==> src/rtl/mmm_pkg.sv <==
// Shared execution-pipeline types: branch encodings, the frontend resolution record
// and the branch unit's output-buffer record.
package mmm_pkg;

    localparam int XLEN        = 64;
    localparam int ROB_DEPTH   = 16;
    localparam int B_IMM       = 12;
    localparam int ROB_IDX_LEN = $clog2(ROB_DEPTH);

    typedef enum logic [5:0] {
        BR_BEQ  = 6'd0,
        BR_BNE  = 6'd1,
        BR_BLT  = 6'd2,
        BR_BGE  = 6'd3,
        BR_BLTU = 6'd4,
        BR_BGEU = 6'd5
    } branch_type_t;

    typedef struct packed {
        logic            valid;
        logic [XLEN-1:0] pc;
        logic [XLEN-1:0] target;
        logic            taken;
        logic            mispredict;
    } resolution_t;

    typedef struct packed {
        resolution_t            res;
        logic [ROB_IDX_LEN-1:0] rob_idx;
        logic                   except;
    } bu_result_t;

endpackage

==> src/rtl/branch_cond.sv <==
// Combinational branch condition evaluator: decides taken and flags encodings
// outside the defined branch types.
module branch_cond #(
    parameter int XLEN = mmm_pkg::XLEN
) (
    input  mmm_pkg::branch_type_t type_i,
    input  logic [XLEN-1:0]       rs1_i,
    input  logic [XLEN-1:0]       rs2_i,
    output logic                  taken_o,
    output logic                  illegal_o
);
    import mmm_pkg::*;

    // NOTE: every output gets a default before the case so no path infers a latch.
    always_comb begin
        taken_o   = 1'b0;
        illegal_o = 1'b0;
        case (type_i)
            BR_BEQ:  taken_o = (rs1_i == rs2_i);
            BR_BNE:  taken_o = (rs1_i != rs2_i);
            BR_BLT:  taken_o = ($signed(rs1_i) <  $signed(rs2_i));
            BR_BGE:  taken_o = ($signed(rs1_i) >= $signed(rs2_i));
            BR_BLTU: taken_o = (rs1_i <  rs2_i);
            BR_BGEU: taken_o = (rs1_i >= rs2_i);
            default: illegal_o = 1'b1;
        endcase
    end

endmodule

==> src/rtl/branch_unit.sv <==
// Conditional-branch execution unit: resolves one branch per cycle, pulses the
// frontend resolution record and holds a completion token for the CDB.
module branch_unit #(
    parameter int XLEN        = mmm_pkg::XLEN,
    parameter int ROB_IDX_LEN = $clog2(mmm_pkg::ROB_DEPTH)
) (
    input  logic                        clk_i,
    input  logic                        rst_i,
    input  logic                        flush_i,
    input  logic                        issue_valid_i,
    output logic                        issue_ready_o,
    input  mmm_pkg::branch_type_t       branch_type_i,
    input  logic [XLEN-1:0]             pc_i,
    input  logic [XLEN-1:0]             rs1_value_i,
    input  logic [XLEN-1:0]             rs2_value_i,
    input  logic [mmm_pkg::B_IMM-1:0]   imm_i,
    input  logic                        pred_taken_i,
    input  logic [XLEN-1:0]             pred_target_i,
    input  logic [ROB_IDX_LEN-1:0]      rob_idx_i,
    output mmm_pkg::resolution_t        res_o,
    output logic                        cdb_valid_o,
    input  logic                        cdb_ready_i,
    output logic [ROB_IDX_LEN-1:0]      cdb_rob_idx_o,
    output logic                        cdb_except_o,
    output logic                        cdb_mispredict_o
);
    import mmm_pkg::*;

    logic            taken;
    logic            illegal;
    logic [XLEN-1:0] target;
    logic [XLEN-1:0] pc_plus4;
    logic            except;
    logic            mispredict;
    logic            issue_accept;
    bu_result_t      new_result;

    logic            out_valid_q, out_valid_d;
    bu_result_t      result_q, result_d;

    branch_cond #(.XLEN(XLEN)) u_cond (
        .type_i    (branch_type_i),
        .rs1_i     (rs1_value_i),
        .rs2_i     (rs2_value_i),
        .taken_o   (taken),
        .illegal_o (illegal)
    );

    // The immediate holds offset bits [12:1]; bit 0 is implicitly zero.
    assign target   = pc_i + {{(XLEN-B_IMM-1){imm_i[B_IMM-1]}}, imm_i, 1'b0};
    assign pc_plus4 = pc_i + XLEN'(4);

    assign except     = illegal || (taken && (target[1:0] != 2'b00));
    assign mispredict = !except &&
                        ((taken != pred_taken_i) || (taken && (target != pred_target_i)));

    assign issue_ready_o = !out_valid_q || cdb_ready_i;
    assign issue_accept  = issue_valid_i && issue_ready_o && !flush_i;

    always_comb begin
        new_result                = '0;
        new_result.res.valid      = !except;
        new_result.res.pc         = pc_i;
        new_result.res.target     = taken ? target : pc_plus4;
        new_result.res.taken      = taken;
        new_result.res.mispredict = mispredict;
        new_result.rob_idx        = rob_idx_i;
        new_result.except         = except;
    end

    // The resolution valid bit is a one-cycle pulse; the CDB token is held until taken.
    always_comb begin
        out_valid_d            = out_valid_q;
        result_d               = result_q;
        result_d.res.valid     = 1'b0;
        if (flush_i) begin
            out_valid_d = 1'b0;
            result_d    = '0;
        end else if (issue_accept) begin
            out_valid_d = 1'b1;
            result_d    = new_result;
        end else if (cdb_ready_i) begin
            out_valid_d = 1'b0;
        end
    end

    // NOTE: state registers use non-blocking assignments so all flops update together.
    always_ff @(posedge clk_i) begin
        if (rst_i) begin
            out_valid_q <= 1'b0;
            result_q    <= '0;
        end else begin
            out_valid_q <= out_valid_d;
            result_q    <= result_d;
        end
    end

    assign res_o            = result_q.res;
    assign cdb_valid_o      = out_valid_q;
    assign cdb_rob_idx_o    = result_q.rob_idx;
    assign cdb_except_o     = result_q.except;
    assign cdb_mispredict_o = result_q.res.mispredict;

endmodule

==> config.mk <==
export PLATFORM = sky130hd
export DESIGN_NAME = branch_unit
export DESIGN_NICKNAME = d
export VERILOG_FILES = /design/src/rtl/mmm_pkg.sv /design/src/rtl/branch_cond.sv /design/src/rtl/branch_unit.sv
export SDC_FILE = /design/constraint.sdc
export NUM_CORES = 1
export LEC_CHECK = 0
export CORE_AREA = 2 2 245 199
export CTS_CLUSTER_DIAMETER = 50
export DETAILED_ROUTE_END_ITERATION = 10
export DIE_AREA = 0 0 247 201
export PLACE_DENSITY_LB_ADDON = 0.2
export SLEW_MARGIN = 20
export SYNTH_ARGS = -nofsm -noshare
export SYNTH_HDL_FRONTEND = slang
export SYNTH_SLANG_ARGS = --single-unit
==> constraint.sdc <==
create_clock -name clk_i -period 9.12 [get_ports clk_i]
set_input_delay 1.824 -clock clk_i [delete_from_list [all_inputs] [get_ports clk_i]]
set_output_delay 1.824 -clock clk_i [all_outputs]
set_load 0.01 [all_outputs]
* Yosys cells after proc, flatten, opt, wreduce, memory -nomap -nowiden *
Index checks and enable logic that the tools add are counted.

word-level totals
  output and inout bits = 139
  bits of input ports = 284
  register bits = 137

cells by class
  multiplexer cells = 5
  bitwise operators = 1
  order comparisons = 4
  reduce and logical (&&, ||, !) cells = 17
  $add $sub $neg = 2
  equality and inequality tests = 9

operator list
  operator                                                         number
  64-bit >= comparator                                             2
  64-bit less-than comparator                                      2
  64-bit inequality test                                           2
  64-bit by 3-bit adder with 64-bit output, second input constant  1
  64-bit adder                                                     1
  64-bit == test                                                   1
  64-bit two-way mux                                               1
  6-bit by 2-bit == test with 1-bit output, second input constant  2
  6-bit by 3-bit == test with 1-bit output, second input constant  2
  6-bit by 1-bit == test with 1-bit output, second input constant  1
  6-bit zero test                                                  1
  1-bit case mux with 6 select lines                               1
  6-bit OR reduction                                               1
  1-bit logical AND                                                5
  2-bit nonzero test                                               2
  1-bit zero test                                                  3
  1-bit logical OR                                                 3
  1-bit two-way mux                                                3
  3-bit OR reduction                                               1
  2-bit OR reduction                                               1
  1-bit inequality test                                            1
  1-bit NOT                                                        1

* Logic depth before layout (Yosys ltp) *
  word-level depth = 6
  gate-level depth with buffers = 17
  mapped depth without buffers = 14

* By module *
Synthesis repeated with hierarchy kept, for this count alone.

unflattened totals
  cell total of the unflattened synthesis = 1862
  area total of the unflattened synthesis = 13279.0 um^2

modules (own cells, without submodules)
  module       area each (um^2)  cells each  times used
  branch_unit  11499.8           1615        1
  branch_cond  1779.2            247         1

* Worst setup path after synthesis *
Ideal clock, no wire load.

  path kind = input to register
  start = input pc_i[1]
  end = register result_q (netlist bit cdb_mispredict_o)
  path slack = 3.969 ns
  cell stages on the path = 14
  data required time = 8.989 ns
  arrival = 5.020 ns
  buffers on the path = 0
  path through = ha_1 > fa_1 > a21o_1 > a311oi_2 > o211ai_4 > a31oi_4 > o21ai_2 > xor3_1 > nor4_1 > nor4b_2 > nand4_1 > or4_1 > nor4_2 > a31oi_1

on the way
  longest elaborated chain between the ends = 6

RTL lines
  element                                                                         line               source
  start, declared                                                                 branch_unit.sv:13  input logic [XLEN-1:0] pc_i,
  64-bit adder (*)                                                                branch_unit.sv:50  assign target = pc_i + {{(XLEN-B_IMM-1){imm_i[B_IMM-1]}}, imm_i, 1'b0};
  parallel branches: the longest is 4 deep, another holds 64-bit inequality test  --
  1-bit logical AND (*)                                                           branch_unit.sv:54  assign mispredict = !except &&
  end signal, assigned                                                            branch_unit.sv:94  result_q <= result_d;
  end, declared                                                                   branch_unit.sv:39  bu_result_t result_q, result_d;

Mark *: on every way between the ends.
A chain may end at the register's enable or synchronous reset.

* Final worst setup path *
  start = input imm_i[11] (netlist name)
  end = register result_q (netlist bit cdb_mispredict_o)

on the way
  longest elaborated chain between the ends = 5

RTL lines
  element                 line               source
  start, declared         branch_unit.sv:16  input logic [mmm_pkg::B_IMM-1:0] imm_i,
  64-bit adder            branch_unit.sv:50
  64-bit inequality test  branch_unit.sv:55  ((taken != pred_taken_i) || (taken && (target != pred_target_i)));
  1-bit logical AND       branch_unit.sv:55
  1-bit logical OR        branch_unit.sv:55
  1-bit logical AND       branch_unit.sv:54

No other way between the ends.

==> run summary <==
Synth cell count leaders = nand2_1, a21oi_1, nor2_1
Boundary Pins = 423
Fin crit period = 6.447 ns
CP startpoint kind = input port
Clk sinks = 136
CP Max Fanout = 41
Switching Share = 39.75%
Clk Latency, worst-skew pair = 0.47 ns
Synth Register Bits = 136
Placed cells = 2894
Non-filler instance count after layout = 2927
Internal cell power = 1.377 mW
Hold Slack = 0.4518 ns
Fin crit share = 70.70%
DIE AREA = 0.04965 mm2
Worst Hold Class = reg -> reg
Drt initial violations = 1216
CP arrival = 6.79 ns
Setup TNS = 0 ns
Post-DP HPWL = 55570 um
CTS tree = done
Slew HR = 32.34%
Ranking of synthesized cells by area = dfxtp_1, ha_1, nand2_1, a21oi_1, xnor2_1
Residual DRC = 0
DR WL/cell = 22.72 um
Count leader, synth = nand2_1
Clk pwr share = 30.2%
GPL Wtd Cong = 1.030
Max Fclk = 155.1 MHz
Ys Warns = 0
Largest stage delay, worst path = 0.53 ns
Largest net degree at the start of global routing = 77
Post-synth EDFFs = 0
Max-Cap Viols = 0
GRT Resource Usage Total = 26.29%
Outcome = completed
Syn_nets = 2357
Remaining global-route overflow = 0
Final hold vios = 0
Worst path required time = 9.47 ns
Cell area power density = 118.7 mW/mm2
Root buf cell = clkbuf_16
Mapped Area = 0.01405 mm2
PortBufs = 422
CP Capture Type = flip-flop
Via-to-Cell Ratio = 5.407
Leak pwr = 7.475 nW
Flop pwr share = 27.3%
Initial core utilization = 29.60%
Clock Skews = 0.006899 ns
Gate power share = 42.5%
Area growth from synthesis to layout = 37.10%
Final net count = 2696
Share of cells above drive strength 1 = 4.179%
Syn Inst Count = 1945
Register area share after synthesis = 19.38%
Async S/R FF share, synth = 0%
Total core area = 0.04748 mm2
Slowest cell on crit path = a221oi_1
Netlist cell types = 99
Postcts setup bufs = 0
Slew Viols, Final = 0
Antenna violations before repair = 2
Critical path type = in -> reg
Clk slew on worst S/H paths = 0.07 ns
Mapped Avg Cell Area = 7.224 um2
Number of CTS-inserted buffers = 17
NetSw = 908.8 uW
Most used flip-flop cell after synthesis = dfxtp_1
Post-CTS Resized = 0
DRT Pass-1 Iters = 5
Vias in the first global route = 15270
Worst Max-Slew Pin Slew = 1.007 ns
First-pass GRT wire length = 97680 um
CP Cell Sequence = buf_2 > buf_4 > ha_1 > a21oi_1 > o21bai_1 > a221oi_1 > o21ai_0 > nand3b_1 > a21oi_2 > xnor2_1 > xor2_1 > a2111oi_0 > nand4b_1 > a2111oi_1 > a31oi_1
Worst reg-to-reg setup slack = 5.59 ns
H-tree Lvls = 4
CTS max path bufs = 2
Die Ht = 201 um
Via count = 15830
Cts hold-fix bufs = 0
Final setup fails = 0
Routed wire length = 66500 um
Die X-Extent = 247 um
Num rows = 72
Dominant cell type by area after synthesis = dfxtp_1
RSZ-0062 raised after global routing = no
Synth top area share = 19.38%
DRT antenna net count = 0
Max VDD drop = 0.0001288 V
-- critical path: cells and delay by family --
family,cells,cell delay (ns)
buf+inv,2,0.78
simple gates,2,0.46
compound gates,8,2.81
xor+xnor,2,0.37
fa+ha+maj,1,0.52
-- cell type report --
type	count	area, um2
fillers	4878	28210
clock inverters	15	135.1
well taps	629	787.0
diodes	1	2.502
flip-flops and latches	136	2723
multi-input cells	1612	10570
inverters	86	322.8
clock buffers	17	425.4
repair buffers	431	4299
-- cells by family (layout without fill, tap and decap cells) --
| family | after synthesis | after routing | synth area share (%) |
|---|---|---|---|
| flops | 136 | 136 | 19.38 |
| mux | 30 | 30 | 2.164 |
| xor+xnor | 178 | 178 | 11.80 |
| compound gates | 525 | 525 | 23.96 |
| simple gates | 751 | 751 | 25.59 |
| other cells | 0 | 1 | 0 |
| fa+ha+maj | 128 | 128 | 11.45 |
| buf+inv | 197 | 549 | 5.654 |
-- final timing paths --
kind	from	to	cells past startpoint
setup / recovery	imm_i[11]	cdb_mispredict_o$_SDFFE_PP0P_	15
hold reg to reg	res_o[96]$_SDFFE_PP0P_	res_o[96]$_SDFFE_PP0P_	2
hold / removal	res_o[96]$_SDFFE_PP0P_	res_o[96]$_SDFFE_PP0P_	2
setup reg to reg	cdb_valid_o$_SDFFE_PP0P_	cdb_mispredict_o$_SDFFE_PP0P_	12
-- registers in the layout, summed over array words and instances, names as in the netlist --
register / count
cdb_except_o: 1
cdb_mispredict_o: 1
cdb_rob_idx_o: 4
cdb_valid_o: 1
res_o: 129
-- metal layers --
layer	vias up	global-route usage [%]	wire length (um)
met5	-	0	7
met4	2	6.863	1268
met3	61	6.965	5657
met2	564	40.35	28650
met1	7519	36.21	30920
li1	7680	-	-
-- cells in the final DEF (no fill, tap or decap), types with 48 or more instances in the layout --
| master | Yosys | routed |
|---|---|---|
| clkdlybuf4s50_1 | 0 | 421 |
| dfxtp_1 | 136 | 136 |
| a211oi_1 | 48 | 48 |
| o21ai_0 | 67 | 67 |
| xnor2_1 | 97 | 97 |
| nand2_1 | 334 | 333 |
| a21oi_1 | 225 | 225 |
| nand4_1 | 66 | 66 |
| ha_1 | 127 | 127 |
| inv_1 | 86 | 86 |
| xor2_1 | 74 | 74 |
| nor2_1 | 140 | 138 |
-- power by group through the flow --
stage | combinational, mW | clock (mW) | sequential, mW
floorplan | 0.538 | 0 | 0.645
global placement | 0.958 | 0 | 0.637
detailed placement | 0.957 | 0 | 0.638
CTS | 0.961 | 0.721 | 0.625
global route | 1.05 | 0.737 | 0.627
finish | 0.971 | 0.691 | 0.624
-- through the flow --
stage | area, um2 | utilization [%] | power [mW] | setup WS [ns]
floorplan | 14050 | - | 1.182 | 3.969
global placement | 18700 | 39.39 | 1.595 | 2.288
detailed placement | 18700 | 39.39 | 1.595 | 2.331
CTS | 19260 | 40.57 | 2.307 | 2.861
global route | 19260 | 40.58 | 2.414 | 2.250
finish | 19260 | 40.58 | 2.286 | 2.673
No activity file was read; power rests on OpenSTA's default activity.
